## config.mk

```make
export PLATFORM = sky130hd
export DESIGN_NAME = mult_div_unit
export DESIGN_NICKNAME = d
export VERILOG_FILES = /design/src/rtl/mult_div_unit.sv
export SDC_FILE = /design/constraint.sdc
export NUM_CORES = 1
export LEC_CHECK = 0
export CAP_MARGIN = 10
export CORE_ASPECT_RATIO = 1.25
export CORE_UTILIZATION = 40
export CTS_CLUSTER_DIAMETER = 100
export DETAILED_ROUTE_END_ITERATION = 7
export HOLD_SLACK_MARGIN = 0.12
export PLACE_DENSITY = 0.64
export SYNTH_ARGS = -nofsm -noshare
export SYNTH_HDL_FRONTEND = slang
export SYNTH_SLANG_ARGS = --single-unit
```

## constraint.sdc

```tcl
create_clock -name clock -period 6.7 [get_ports clock]
set_clock_uncertainty 0.2 [all_clocks]
set_input_delay 1.34 -clock clock [delete_from_list [all_inputs] [get_ports clock]]
set_output_delay 1.34 -clock clock [all_outputs]
set_load 0.02 [all_outputs]
```

## src/rtl/mult_div_unit.sv

```systemverilog
// -----------------------------------------------------------------------------
// mult_div_unit
//
// Iterative signed multiply / divide unit for the multicycle MIPS datapath.
// Operands come from the MDSrcA/MDSrcB muxes; the control unit pulses start,
// waits for done, then loads HI/LO from hi_out/lo_out.
//
// Multiply: radix-2 Booth, one iteration per cycle, WIDTH iterations.
// Divide:   restoring shift-subtract on magnitudes, one quotient bit per
//           cycle, WIDTH iterations, then sign correction (quotient truncates
//           toward zero, remainder follows the dividend's sign).
// Divide by zero skips the iterations, pulses done and div_zero together one
// cycle after start and leaves hi_out/lo_out unchanged.
//
// Optional feature macro: MD_UNSIGNED_EN
//   Defined   -> adds op_unsigned; when 1 at start the operation is multu/divu.
//   Undefined -> no op_unsigned port; every operation is signed.
//
// Ports:
//   clock        in   system clock, rising edge
//   reset        in   synchronous, active-high reset
//   start        in   one-cycle request, sampled only in IDLE
//   op_div       in   0 = mult, 1 = div (sampled with start)
//   op_unsigned  in   unsigned operation (only with MD_UNSIGNED_EN)
//   src_a        in   multiplicand / dividend
//   src_b        in   multiplier / divisor
//   hi_out       out  product high half or remainder
//   lo_out       out  product low half or quotient
//   busy         out  high while iterating (MULT / DIV)
//   done         out  one-cycle completion pulse
//   div_zero     out  one-cycle pulse with done on divide by zero
//   o_dbg_state  out  current FSM state (0 IDLE, 1 MULT, 2 DIV, 3 DONE)
//
// Handshake: start is honoured only when the unit is in IDLE; a start seen in
// any other state is dropped, never queued. Results are valid from the cycle
// done is high and hold until the next completed operation or reset.
// -----------------------------------------------------------------------------
module mult_div_unit #(
    parameter int WIDTH = 32
) (
    input  logic             clock,
    input  logic             reset,
    input  logic             start,
    input  logic             op_div,
`ifdef MD_UNSIGNED_EN
    input  logic             op_unsigned,
`endif
    input  logic [WIDTH-1:0] src_a,
    input  logic [WIDTH-1:0] src_b,
    output logic [WIDTH-1:0] hi_out,
    output logic [WIDTH-1:0] lo_out,
    output logic             busy,
    output logic             done,
    output logic             div_zero,
    output logic [1:0]       o_dbg_state
);

    localparam int CW = (WIDTH > 2) ? $clog2(WIDTH) : 1;
    localparam logic [CW-1:0] LAST_ITER = CW'(WIDTH - 1);

    typedef enum logic [1:0] {
        S_IDLE = 2'd0,
        S_MULT = 2'd1,
        S_DIV  = 2'd2,
        S_DONE = 2'd3
    } state_t;

    state_t           r_state;
    logic [CW-1:0]    r_cnt;
    // Shared datapath: r_acc is the Booth accumulator or the partial
    // remainder, r_q the multiplier or dividend/quotient shift register.
    // One extra accumulator bit absorbs Booth overflow for -2^(W-1) and the
    // carry of the unsigned add / the shifted remainder.
    logic [WIDTH:0]   r_acc;
    logic [WIDTH-1:0] r_q;
    logic             r_qm1;
    logic [WIDTH-1:0] r_m;
    logic             r_uns;
    logic             r_neg_q;
    logic             r_neg_r;

    logic             w_uns;
`ifdef MD_UNSIGNED_EN
    assign w_uns = op_unsigned;
`else
    assign w_uns = 1'b0;
`endif

    // Operand magnitudes for division; -2^(W-1) maps to 2^(W-1) unsigned.
    logic [WIDTH-1:0] w_a_mag;
    logic [WIDTH-1:0] w_b_mag;
    assign w_a_mag = (!w_uns && src_a[WIDTH-1]) ? -src_a : src_a;
    assign w_b_mag = (!w_uns && src_b[WIDTH-1]) ? -src_b : src_b;

    // ---------------- multiply iteration ----------------
    logic [WIDTH:0]   w_m_ext;
    logic [WIDTH:0]   w_mul_sum;
    logic             w_mul_fill;
    logic [WIDTH:0]   w_mul_acc_nx;
    logic [WIDTH-1:0] w_mul_q_nx;

    always_comb begin
        w_m_ext   = r_uns ? {1'b0, r_m} : {r_m[WIDTH-1], r_m};
        w_mul_sum = r_acc;
        if (r_uns) begin
            // Plain shift-add: unsigned multiplier has no Booth recoding.
            if (r_q[0]) begin
                w_mul_sum = r_acc + w_m_ext;
            end
        end else begin
            case ({r_q[0], r_qm1})
                2'b01:   w_mul_sum = r_acc + w_m_ext;
                2'b10:   w_mul_sum = r_acc - w_m_ext;
                default: w_mul_sum = r_acc;
            endcase
        end
        // Arithmetic shift for signed, logical for unsigned.
        w_mul_fill   = r_uns ? 1'b0 : w_mul_sum[WIDTH];
        w_mul_acc_nx = {w_mul_fill, w_mul_sum[WIDTH:1]};
        w_mul_q_nx   = {w_mul_sum[0], r_q[WIDTH-1:1]};
    end

    // ---------------- divide iteration ----------------
    logic [WIDTH:0]   w_rem_sh;
    logic [WIDTH+1:0] w_div_diff;
    logic             w_div_ge;
    logic [WIDTH:0]   w_div_acc_nx;
    logic [WIDTH-1:0] w_div_q_nx;
    logic [WIDTH-1:0] w_quot;
    logic [WIDTH-1:0] w_rem;

    always_comb begin
        w_rem_sh     = {r_acc[WIDTH-1:0], r_q[WIDTH-1]};
        // Extra top bit acts as the borrow of the trial subtraction.
        w_div_diff   = {1'b0, w_rem_sh} - {2'b00, r_m};
        w_div_ge     = ~w_div_diff[WIDTH+1];
        w_div_acc_nx = w_div_ge ? w_div_diff[WIDTH:0] : w_rem_sh;
        w_div_q_nx   = {r_q[WIDTH-2:0], w_div_ge};
        w_quot       = r_neg_q ? -w_div_q_nx : w_div_q_nx;
        w_rem        = r_neg_r ? -w_div_acc_nx[WIDTH-1:0] : w_div_acc_nx[WIDTH-1:0];
    end

    // ---------------- control FSM ----------------
    always_ff @(posedge clock) begin
        if (reset) begin
            r_state  <= S_IDLE;
            r_cnt    <= '0;
            r_acc    <= '0;
            r_q      <= '0;
            r_qm1    <= 1'b0;
            r_m      <= '0;
            r_uns    <= 1'b0;
            r_neg_q  <= 1'b0;
            r_neg_r  <= 1'b0;
            hi_out   <= '0;
            lo_out   <= '0;
            busy     <= 1'b0;
            done     <= 1'b0;
            div_zero <= 1'b0;
        end else begin
            case (r_state)
                S_IDLE: begin
                    done     <= 1'b0;
                    div_zero <= 1'b0;
                    if (start) begin
                        r_uns <= w_uns;
                        r_cnt <= '0;
                        r_acc <= '0;
                        r_qm1 <= 1'b0;
                        if (!op_div) begin
                            r_m     <= src_a;
                            r_q     <= src_b;
                            busy    <= 1'b1;
                            r_state <= S_MULT;
                        end else if (src_b == '0) begin
                            // No iterations; outputs keep the previous result.
                            done     <= 1'b1;
                            div_zero <= 1'b1;
                            r_state  <= S_DONE;
                        end else begin
                            r_m     <= w_b_mag;
                            r_q     <= w_a_mag;
                            r_neg_q <= !w_uns && (src_a[WIDTH-1] ^ src_b[WIDTH-1]);
                            r_neg_r <= !w_uns && src_a[WIDTH-1];
                            busy    <= 1'b1;
                            r_state <= S_DIV;
                        end
                    end
                end
                S_MULT: begin
                    r_acc <= w_mul_acc_nx;
                    r_q   <= w_mul_q_nx;
                    r_qm1 <= r_q[0];
                    r_cnt <= r_cnt + CW'(1);
                    if (r_cnt == LAST_ITER) begin
                        hi_out  <= w_mul_acc_nx[WIDTH-1:0];
                        lo_out  <= w_mul_q_nx;
                        busy    <= 1'b0;
                        done    <= 1'b1;
                        r_state <= S_DONE;
                    end
                end
                S_DIV: begin
                    r_acc <= w_div_acc_nx;
                    r_q   <= w_div_q_nx;
                    r_cnt <= r_cnt + CW'(1);
                    if (r_cnt == LAST_ITER) begin
                        hi_out  <= w_rem;
                        lo_out  <= w_quot;
                        busy    <= 1'b0;
                        done    <= 1'b1;
                        r_state <= S_DONE;
                    end
                end
                default: begin
                    // S_DONE: close the one-cycle pulses; a start here is dropped.
                    done     <= 1'b0;
                    div_zero <= 1'b0;
                    r_state  <= S_IDLE;
                end
            endcase
        end
    end

    assign o_dbg_state = r_state;

endmodule

```

; Word-level counts from Yosys, hierarchy flattened
; Index checks and enable logic that the tools add are counted.
[totals]
regBits = 174
in_bits = 68
output_inout_bits = 69
wordCells = 91
[op_classes]
n_addsub = 8
n_eq_ne = 11
mux = 40
bitwise = 3
n_reduce_logical = 16
[op_table]
columns = operator, n
row1 = $mux W32, 13
row2 = $neg A32 Y32, 4
row3 = $pmux W32 S2, 2
row4 = $pmux W33 S3, 1
row5 = $pmux W32 S3, 1
row6 = $mux W33, 2
row7 = $pmux W33 S2, 1
row8 = $sub A33 B32 Y34, 1
row9 = $add A33 B33 Y33, 1
row10 = $sub A33 B33 Y33, 1
row11 = $logic_not A32 Y1, 1
row12 = $mux W1, 10
row13 = $pmux W5 S2, 1
row14 = $reduce_and A3 Y1, 3
row15 = $ne A2 B2 Y1 const B, 4
row16 = $pmux W1 S2, 4
row17 = $reduce_and A2 Y1, 4
row18 = $reduce_and A4 Y1, 2
row19 = $mux W2, 3
row20 = $reduce_bool A2 Y1, 3
row21 = $add A5 B1 Y5 const B, 1
row22 = $eq A5 B5 Y1 const B, 1
row23 = $mux W5, 1
row24 = $eq A2 B1 Y1 const B, 2
row25 = other kinds (9), 11

; Longest topological paths before layout
; Gate-level depths: netlist of the first run.
[depth]
word_depth = 6
depth_mapped = 23

; Worst setup path after synthesis of the first run
; Ideal clock, no wire load.
[synth_timing]
path_kind = register to register
from = register r_m[11]
to = register hi_out[30]
setup_ns = 0.114
arrival_ns = 5.381
required_ns = 6.386
setup_slack_ns = 1.004
path_stages_with_launch = 22
n_path_buf = 3
cell_sequence = dfxtp_1 > inv_1 > ha_1 > nand2_2 > or4_1 > a21oi_2 > nor3_2 > o21ai_4 > clkbuf_1 > clkbuf_1 > buf_1 > nand2_1 > o21ai_0 > ha_1 > nand2_1 > or3_1 > or4_4 > a221oi_4 > nand4_4 > o41ai_1 > xor2_1 > a2111oi_0
[synth_between]
elab_chain_len = 6
elab_cells_between_ends = 10
[synth_rtl]
columns = element, line
row1 = start: declaration, 77  ; logic [WIDTH-1:0] r_m;
row2 = start signal: assignment, 171  ; r_m <= src_a;
row3 = start signal: assignment, 181  ; r_m <= w_b_mag;
row4 = $sub A33 B32 Y34, 135  ; w_div_diff = {1'b0, w_rem_sh} - {2'b00, r_m};
row5 = $mux W33, 137  ; w_div_acc_nx = w_div_ge ? w_div_diff[WIDTH:0] : w_rem_sh;
row6 = $neg A32 Y32, 140  ; w_rem = r_neg_r ? -w_div_acc_nx[WIDTH-1:0] : w_div_acc_nx[WIDTH-1:0];
row7 = $mux W32, 140
row8 = $mux W32, 207  ; if (r_cnt == LAST_ITER) begin
row9 = $pmux W32 S2 *, 161  ; case (r_state)
row10 = end signal: assignment, 196  ; hi_out <= w_mul_acc_nx[WIDTH-1:0];
row11 = end signal: assignment, 208  ; hi_out <= w_rem;
row12 = end: declaration, 50  ; output logic [WIDTH-1:0] hi_out,
; Mark *: on every way between the ends. The rest lies on a longest branch, timed or not. The select of a mux whose other input is x is not followed.
; A chain may end at the register's enable or synchronous reset.

; Worst setup path in the final report of the first run
[layout_timing]
from = register r_m[6]
to = register hi_out[21]
; Same word-level chain as after synthesis.

==> out/results.ini, run 1 <==
[status]
status = finished clean

[hold_path]
timing.hold.worst.class = flip-flop to flip-flop

[synth]
synth-seq-area-share = 0.217
yosys_warnings = 0
ys_types = 88
synth_flop_cell = dfxtp_1
syn_area_per_cell_um2 = 7.04
async_reset_ff_frac = 0
synth_area_mm2 = 0.0161
synth_edf_count = 0
ys_ff_latch = 174
netlist_instances = 2285
synth.net_count = 2431

[final_layout]
synthToLayoutAreaGrowth_pct = 14.1
layout-drive-gt1-share = 0.0444
fin_nets = 2452
diodes = 0
design_area_mm2 = 0.0184
final_common_cell = nor2_1
final_cell_mix = nor2_1, a21oi_1, nand2_1
fill_cells = 3992

[sta]
hold_violations = 0
setup_violations = 0
fin_crit_sh = 0.853
rsz0062_at_grt = false
maxSlewHeadroom = 0.227
slew_violations = 0
finalSetupTns_ns = 0
post-route-min-period_ns = 5.72
fmax_ghz = 0.175
tightest_slew_ns = 1.16

[setup_path]
cp_top_family = simple AND/OR/NAND/NOR gates
start_kind = flip-flop
crit_path_end_kind = flip-flop
path_class = flip-flop to flip-flop
required_ns = 6.82
cp.arrival_ns = 5.84
crit_slowest_cell = or4_1
cp_num_buf_inv = 4
path_cells = inv_1, ha_1, nand3_1, or4_1, a21oi_2, nor3_2, o21ai_4, buf_4, inv_4, or4_1, a221oi_1, buf_4, nand2_1, or2_1, o311a_1, o21ai_1, a21oi_1
worst-path-max-fanout = 41
cpPeakStageDelay_ns = 0.64

[clock_tree]
cts-resized-gates = 0
cts_num_sinks = 174
cts.path.max_buffers = 2
cts_hold_buf = 0
cts_setup_buffers = 0
clk_pin_slew_ns = 0.07
cts_root_buf = clkbuf_16
numCtsBuffers = 17
clk_latency_ns = 0.47
tritoncts = built
h-tree-depth = 4

[power_and_ir_drop]
power_density_mw_per_mm2 = 272
power_uw = 4990
ir_drop_v = 0.000176
power.leakage_uw = 0.00682

[global_route]
grtUsageTotal = 0.296
antenna_found_initial = 0
grt.overflow.total = 0
grt_max_degree = 109
grt_pass1_vias = 16300
grt_pass1_wl_mm = 93.8

[placement]
hpwl_mm = 47.2
placed_area_mm2 = 0.0177
gp_congestion = 1.01
io_buffer_count = 136

[routing]
routedWlPerCell_um = 21.9
remaining_drc_errors = 0
vias = 17400
viasPerCell = 6.17
wl_mm = 61.7
ant_nets = 0
drtIter0Drc = 1592
first_pass_iters = 5

[die]
initial_utilization = 0.408
io_pins = 137
die-area_mm2 = 0.0410
row_count = 81
die_w_um = 181
dieHeight_um = 226
coreArea_mm2 = 0.0394

[job]
cap_violations = 0

-- cell type report --
type / count / area (um2) / share of cell area
multi-input combinational: 1872 / 11700 / 0.639
sequential: 174 / 3480 / 0.190
clock inverter: 14 / 195 / 0.0106
tap: 498 / 623 / 0.0340
inverter: 75 / 284 / 0.0155
timing repair buffer: 166 / 1600 / 0.0869
clock buffer: 18 / 439 / 0.0239
-- cell families after synthesis --
logic type               synth area share
flip-flops                          0.217
XOR/XNOR                            0.102
buffers and inverters              0.0565
adder cells (fa/ha/maj)            0.0616
AND/OR/NAND/NOR                     0.226
multiplexers                       0.0148
AO/OA/AOI/OAI                       0.323
-- tightest hold or removal path: stages (launching register included) --
cell and delay [ns]:
dfxtp_1 0.31, nand2_1 0.05, a21oi_1 0.05
-- sequential cells by signal (all words and copies together), names as in the netlist --
| register | cells |
|---|---|
| div_zero | 1 |
| o_dbg_state | 2 |
| r_m | 32 |
| r_qm1 | 1 |
| hi_out | 32 |
| r_neg_r | 1 |
| done | 1 |
| busy | 1 |
| r_acc | 33 |
| r_neg_q | 1 |
| r_q | 32 |
| lo_out | 32 |
| r_cnt | 5 |
-- cells in the mapped netlist, drive strengths merged, types with 4 or more instances --
cell type | instances | area [um2]
a31oi | 22 | 144
ha | 76 | 951
nor4 | 20 | 125
o311ai | 6 | 52.6
a21o | 28 | 210
mux2i | 17 | 170
nand2b | 20 | 125
a21boi | 7 | 52.6
or2 | 11 | 68.8
a22oi | 30 | 225
o21ai | 162 | 822
a22o | 7 | 61.3
o31a | 6 | 52.6
a41oi | 7 | 61.3
nor2b | 18 | 113
nand2 | 212 | 798
inv | 72 | 273
or3 | 24 | 150
clkbuf | 140 | 527
and3 | 17 | 106
xnor2 | 70 | 613
a211o | 12 | 105
o31ai | 31 | 246
a211oi | 99 | 743
dfxtp | 174 | 3480
o221ai | 4 | 35.0
a2bb2oi | 6 | 52.6
o41ai | 19 | 193
a311oi | 5 | 43.8
nor2 | 316 | 1190
buf | 24 | 98.8
o21a | 14 | 105
and2 | 17 | 106
nor3 | 53 | 270
a21oi | 227 | 1140
or4 | 23 | 176
o211ai | 19 | 143
a31o | 4 | 35.0
nand4 | 14 | 103
a222oi | 4 | 40.0
a221oi | 40 | 374
nand3 | 38 | 190
mux2 | 6 | 67.6
xor2 | 117 | 1020
o311a | 4 | 40.0
-- metal layers --
layer,vias to the layer above,global-route usage,part of all wire
li1,8365,-,-
met1,8220,0.348,0.40
met2,659,0.514,0.48
met3,148,0.0313,0.051
met4,0,0.191,0.065
met5,-,0,0
-- worst paths after layout --
kind                 to  cells past startpoint  slack, ns      start
max reg2reg  hi_out[21]                     17       0.98     r_m[6]
min reg2reg   hi_out[1]                      2       0.25  hi_out[1]
max          hi_out[21]                     17       0.98     r_m[6]
min           hi_out[1]                      2       0.25  hi_out[1]
-- through the flow --
step / hold slack, ns / setup WS (ns) / util / instances
final: 0.255 / 0.982 / 0.466 / 2817
after global routing: 0.276 / 0.656 / 0.466 / 2817
after CTS: 0.255 / 1.11 / 0.466 / 2817
after detailed placement: 0.246 / 0.823 / 0.449 / 2785
after global placement: 0.243 / 0.942 / 0.449 / 2784
after floorplan: 0.236 / 1.00 / - / 2285
-- power breakdown --
group | switching (uW) | internal (uW)
Combinational | 1680 | 914
Clock | 511 | 581
Sequential | 189 | 1120
No activity file was read; power rests on OpenSTA's default activity.
==> inputs of run 2 (changes only) <==
Settings changed: CORE_ASPECT_RATIO 1.25 to default.
==> out/results.ini, run 2 (same netlist as run 1, synthesis figures left out) <==
[die]
dieHeight_um = 203
initial_utilization = 0.405
die_w_um = 203
io_pins = 137
coreArea_mm2 = 0.0397
die-area_mm2 = 0.0410
row_count = 73

[final_layout]
top_register = r_acc
layout-drive-gt1-share = 0.0411
stdcell_count = 2838
synthToLayoutAreaGrowth_pct = 13.5
fin_nets = 2448
final_cell_mix = nor2_1, a21oi_1, nand2_1
largest_reg_flops = 33
fill_cells = 4022
diodes = 0
final_common_cell = nor2_1

[sta]
hold_violations = 0
tightest_slew_ns = 1.21
finalSetupTns_ns = 0
maxSlewHeadroom = 0.188
fin_crit_sh = 0.870
slew_violations = 0
fmax_ghz = 0.172
rsz0062_at_grt = false
setup_violations = 0
post-route-min-period_ns = 5.83

[routing]
ant_nets = 0
drtIter0Drc = 1640
wl_mm = 61.1
first_pass_iters = 5
viasPerCell = 6.18
remaining_drc_errors = 0
vias = 17500
routedWlPerCell_um = 21.5

[placement]
dp.cells = 2808
gp_congestion = 1.00
io_buffer_count = 136
hpwl_mm = 47.0

[clock_tree]
cts_setup_buffers = 0
cts_hold_buf = 0
cts.path.max_buffers = 2
clk_pin_slew_ns = 0.07
clk_latency_ns = 0.45
h-tree-depth = 4
cts_root_buf = clkbuf_16
tritoncts = built
cts_num_sinks = 174
numCtsBuffers = 17
cts-resized-gates = 0

[setup_path]
path_common_cell = ha_1
cpPeakStageDelay_ns = 0.57
cp.arrival_ns = 5.96
path_cells = inv_1, ha_1, a21o_1, a31oi_1, o221ai_1, a221oi_2, o21ai_4, o21ai_0, ha_1, nand2_1, or3_1, or4_4, a221oi_4, nand4_4, o41ai_1, xor2_1, a2111oi_0
crit_slowest_cell = a221oi_2
start_kind = flip-flop
worst-path-max-fanout = 8
required_ns = 6.83
path_class = flip-flop to flip-flop
crit_path_end_kind = flip-flop

[job]
cap_violations = 0

[power_and_ir_drop]
power_density_mw_per_mm2 = 267
ir_drop_v = 0.000189
power.leakage_uw = 0.00676

[global_route]
grt_max_degree = 94
grt_pass1_wl_mm = 93.8
grt.overflow.total = 0
antenna_found_initial = 0
grtUsageTotal = 0.293
grt_pass1_vias = 16100

[hold_path]
timing.hold.worst.class = flip-flop to flip-flop

[status]
status = finished clean

-- run 2: cell types whose count changed in the layout (fill, tap and decap cells not counted), sizes merged --
| cell | delta |
|---|---|
| inv | -5 |
| buf | -4 |
| clkbuf | +2 |
| clkinvlp | +1 |
-- run 2: per-layer routing --
layer | track usage | part of all wire
met3 | 0.0376 | 0.067
met2 | 0.472 | 0.45
met4 | 0.140 | 0.047
met5 | 0 | 0
met1 | 0.387 | 0.43
-- run 2: area by class of cell --
| type | instances | area [um2] | area share |
|---|---|---|---|
| clock inverters | 10 | 116 | 0.00637 |
| clock buffers | 20 | 437 | 0.0239 |
| well taps | 525 | 657 | 0.0360 |
| inverters | 75 | 284 | 0.0156 |
| repair buffers | 162 | 1550 | 0.0848 |
| flip-flops and latches | 174 | 3480 | 0.191 |
| multi-input cells | 1872 | 11700 | 0.643 |
-- run 2: through the flow --
step           hold WS [ns]  utilization  instance area, um2  worst slack, ns  power (uW)
2_1_floorplan         0.236            -               16100             1.00        3110
3_3_place_gp          0.241        0.446               17700            0.936        3820
3_5_place_dp          0.247        0.446               17700            0.819        3850
4_1_cts               0.256        0.460               18300            0.950        4830
5_1_grt               0.265        0.460               18300            0.511        5170
6_report              0.258        0.460               18300            0.870        4880
-- run 2: worst paths after layout --
kind | end | cells after the start | startpoint | slack [ns]
min | hi_out[14] | 2 | hi_out[14] | 0.26
min reg2reg | hi_out[14] | 2 | hi_out[14] | 0.26
max reg2reg | hi_out[30] | 17 | r_m[20] | 0.87
max | hi_out[30] | 17 | r_m[20] | 0.87
-- run 2: worst max-delay path, delay by kind of cell, from the launching register on --
family	cells	cell delay (ns)
adder cells (fa/ha/maj)	2	0.67
AND/OR/NAND/NOR	4	1.06
AO/OA/AOI/OAI	9	3.04
XOR/XNOR	1	0.13
flip-flops	1	0.51
buffers and inverters	1	0.12
-- run 2: where the power goes --
group          internal, uW  switching, uW
Sequential             1120            183
Combinational           900           1690
Clock                   545            442
==> inputs of run 3 (changes only) <==
Settings changed: CTS_BUF_LIST from default to sky130_fd_sc_hd__clkbuf_4 sky130_fd_sc_hd__clkbuf_8 sky130_fd_sc_hd__clkbuf_16.
==> out/results.ini, run 3 (same netlist as run 1, synthesis figures left out) <==
[setup_path]
crit_slowest_cell = a221oi_2
path_class = flip-flop to flip-flop
cpPeakStageDelay_ns = 0.55
path_common_cell = ha_1
cp_top_family = compound AO/OA/AOI/OAI gates
crit_path_end_kind = flip-flop
path_cells = inv_1, ha_1, a21o_1, a31oi_1, o221ai_1, a221oi_2, o21ai_4, o21ai_0, ha_1, nand2_1, or3_1, or4_4, a221oi_4, nand4_4, o41ai_1, xor2_1, a2111oi_0
cp_num_buf_inv = 1
worst-path-max-fanout = 8
cp.arrival_ns = 5.95
required_ns = 6.83
r2r_slack_ns = 0.88
start_kind = flip-flop

[die]
dieHeight_um = 203
die-area_mm2 = 0.0410
coreArea_mm2 = 0.0397
die_w_um = 203
io_pins = 137
row_count = 73
initial_utilization = 0.405

[sta]
fin_crit_sh = 0.869
rsz0062_at_grt = false
fmax_ghz = 0.172
finalSetupTns_ns = 0
maxSlewHeadroom = 0.218
slew_violations = 0
post-route-min-period_ns = 5.82
setup_violations = 0
tightest_slew_ns = 1.17
hold_violations = 0
finalWorstSetupSlack_ns = 0.879

[placement]
hpwl_mm = 47.0
gp_congestion = 1.00
dp.cells = 2808
io_buffer_count = 136
dpl_worst_slack_ns = 0.819

[clock_tree]
tritoncts = built
h-tree-depth = 4
cts-resized-gates = 0
clk_pin_slew_ns = 0.07
cts_root_buf = clkbuf_16
numCtsBuffers = 17
cts_hold_buf = 0
cts.path.max_buffers = 2
clk_latency_ns = 0.45
cts_setup_buffers = 0
cts_num_sinks = 174

[routing]
ant_nets = 0
viasPerCell = 6.14
first_pass_iters = 5
drtIter0Drc = 1551
routedWlPerCell_um = 21.6
wl_mm = 61.3
remaining_drc_errors = 0
vias = 17400

[final_layout]
final_cell_mix = nor2_1, a21oi_1, nand2_1
top_register = r_acc
final_common_cell = nor2_1
fin_nets = 2448
diodes = 0
synthToLayoutAreaGrowth_pct = 13.6
largest_reg_flops = 33
layout-drive-gt1-share = 0.0424
stdcell_count = 2838

[global_route]
antenna_found_initial = 0
grt_max_degree = 94
grt_pass1_wl_mm = 93.8
grt.overflow.total = 0
grt_pass1_vias = 16100
grtUsageTotal = 0.293

[power_and_ir_drop]
ir_drop_v = 0.000191
power.leakage_uw = 0.00677
power_density_mw_per_mm2 = 268

[status]
status = finished clean

[hold_path]
timing.hold.worst.class = flip-flop to flip-flop

[job]
cap_violations = 0

run 3: worst min-delay path: stages (launching register included):
cell     delay, ns
dfxtp_1       0.31
nand2_1       0.05
a21oi_1       0.05
run 3: per-layer routing:
layer	up-vias	wire [um]	track usage
li1	8357	-	-
met2	744	27800	0.472
met4	0	2830	0.140
met3	116	4410	0.0376
met5	-	0	0
met1	8211	26200	0.387
run 3: worst paths after layout:
| path | cells after the start | to | start |
|---|---|---|---|
| worst max-delay path | 17 | hi_out[30] | r_m[20] |
| worst min-delay path | 2 | hi_out[14] | hi_out[14] |
| worst max register to register | 17 | hi_out[30] | r_m[20] |
| worst min register to register | 2 | hi_out[14] | hi_out[14] |
run 3: cell type report:
cell class              count  area (um2)
clock buffers              20         448
inverters                  75         284
clock inverters            10         116
flip-flops and latches    174        3480
repair buffers            162        1550
multi-input cells        1872       11700
fillers                  4021       21500
well taps                 525         657
run 3: metrics by stage:
step	instance area, um2	total power, uW	utilization	hold WS, ns
6_report	18300	4890	0.460	0.258
3_5_place_dp	17700	3850	0.446	0.247
4_1_cts	18300	4840	0.460	0.256
3_3_place_gp	17700	3820	0.446	0.241
5_1_grt	18300	5180	0.460	0.265
2_1_floorplan	16100	3110	-	0.236
run 3: report_power, final:
group	switching, uW	total [uW]	internal, uW
clock network	446	1000	557
logic	1690	2590	900
registers	183	1300	1120
total	2320	4890	2570
==> patch (settings of run 2) <==
The option `MD_UNSIGNED_EN` is turned on by a define.
--- a/src/rtl/mult_div_unit.sv
+++ b/src/rtl/mult_div_unit.sv
@@ -35,6 +35,8 @@
 // any other state is dropped, never queued. Results are valid from the cycle
 // done is high and hold until the next completed operation or reset.
 // -----------------------------------------------------------------------------
+`define MD_UNSIGNED_EN
+
 module mult_div_unit #(
     parameter int WIDTH = 32
 ) (
Interface: changed (added op_unsigned); port bits go from 137 to 138. No check against the original RTL was run, so the function may have changed too.
==> patch against run 2 <==
Non-clock buffer count up 26. Fmax grew 0.43%. Synthesized area is 11% higher. First-iteration DRC count is 23% higher. Wire length increased by 19%. Sequential cell count rose by 1. Die area rose by 11%. Worst setup slack improved by 0.025 ns. Core utilization is 0.096 points lower. Final area is 11% higher. Critical endpoint is now hi_out[22]$_SDFFE_PP0P_.
Power is not compared: it rests on default switching activity, and its combinational part moved more than twofold at a synthesized area within 25%.
==> patch: results (changes against run 2) <==
stage,metric,value,unit,change
placed_design,Placer Congestion,1.02,,+1.4%
synth,post-synthesis mux area share,2.00,%,+0.52 points
synth,ys flop type,dfxtp_1,,
timing,worst-margin pin slew,1.23,ns,+0.0146 ns
synth,Synth async-reset ratio,0,%,unchanged
power_and_ir_drop,Leak,7.45,nW,
clock_tree,# H-tree levels,4,,unchanged
detailed_routing,wire per inst,23.0,um,+6.6%
clock_tree,CTS hold repair buffers,0,,unchanged
layout,share of layout cells above drive strength 1,5.08,%,+0.97 points
min_path,min-delay src,hi_out[8]$_SDFFE_PP0P_,,
synth,Post-Synth Adder-Cell Area,7.87,%,+1.7 points
grt,GRT Resource Usage Total,31.7,%,+2.4 points
grt,pin count of the biggest net entering global routing,104,,+11%
synth,sequential area share after synthesis,19.5,%,-2.1 points
grt,vias in the first global route,18514,,+15%
grt,routing usage on met1,39.1,%,+0.46 points
min_path,Hold Path Class,reg -> reg,,
detailed_routing,Avg Vias per Cell,6.27,,+1.5%
grt,first-pass GRT wire length,110,mm,+17%
run_status,outcome,completed,,
synth,Synth cell types,85,,-3.4%
clock_tree,cts repair resizes,0,,unchanged
synth,Synth area leaders,"dfxtp_1, a21oi_1, ha_1, nor2_1, xnor2_1",,
critical_path,slowest CP cell,or4_1,,
grt,GR Layer Usage met3,3.37,%,-0.39 points
synth,XOR/XNOR share of the synthesized area,8.89,%,-1.3 points
critical_path,R2R depth,19,,+2
synth,Synth Net Count,2734,,+12%
critical_path,critical-path maximum fanout,11,,+3
grt,GR Layer Usage met2,51.4,%,+4.1 points
detailed_routing,DRT iter0 DRCs,2018,,+23%
synth,Post-synth top cells,"nor2_1, a21oi_1, dfxtp_1, nand2_1, o21ai_0",,
placed_design,Final HPWL DP,56.7,mm,+21%
layout,register with the highest flop count,r_acc,,
critical_path,CP startpoint,r_m[23]$_SDFFE_PP0P_,,
detailed_routing,drt pass-1 iters,6,,+1
layout,ant diodes,0,,unchanged
layout,Largest register FFs,33,,unchanged
clock_tree,CTS root buf,clkbuf_16,,
synth,Synth Area in Compound Gates,33.9,%,+1.6 points
grt,initial antenna violation count,1,,+1
clock_tree,worst skew pair latency,0.47,ns,+0.02 ns
placed_design,placed inst area,19700,sq um,+11%
placed_design,PortBufs,137,,+0.74%
layout,fillers,4498,,+12%
## patch: worst max-delay path: cells and delay by family (launching register included)
family	cells	cell delay (ns)
flip-flops	1	0.47
buffers and inverters	4	0.52
AO/OA/AOI/OAI	6	1.67
adder cells (fa/ha/maj)	2	0.74
AND/OR/NAND/NOR	7	2.11
## patch: stage by stage
stage                     std cells  util (%)  setup WS [ns]
after floorplan                2554         -           1.40
after global placement         3139      44.5          0.673
after detailed placement       3140      44.6           1.02
after CTS                      3172      45.9           1.04
after global routing           3173      45.9          0.535
final                          3173      45.9          0.895
## patch: final timing paths
check	end	slack, ns
setup / recovery	hi_out[22]$_SDFFE_PP0P_	0.90
hold / removal	hi_out[8]$_SDFFE_PP0P_	0.26
setup reg to reg	hi_out[22]$_SDFFE_PP0P_	0.90
hold reg to reg	hi_out[8]$_SDFFE_PP0P_	0.26
## patch: area by class of cell
cell class                      count  share of cell area, %
Multi-Input combinational cell   2085                   65.7
Sequential cell                   175                   17.3
Timing Repair Buffer              188                   8.66
Tap cell                          592                   3.65
Clock buffer                       19                   2.18
Inverter                          101                   1.87
Clock inverter                     13                  0.623
## patch: where the power goes
part / switching (mW) / internal [mW] / total, mW
registers: 0.0930 / 1.09 / 1.18
clock network: 0.473 / 0.529 / 1.00
logic: 0.852 / 0.441 / 1.29
total: 1.42 / 2.06 / 3.47
## patch: kinds of logic after synthesis
kind of cell,count (synthesis)
AO/OA/AOI/OAI,923
XOR/XNOR,182
adder cells (fa/ha/maj),111
buffers and inverters,294
flip-flops,175
multiplexers,34
AND/OR/NAND/NOR,835
## patch: routing by layer
layer	wire [um]	part of all wire [%]
met5	0	0
met4	5320	7.3
met3	4210	5.8
met2	33300	46
met1	30000	41
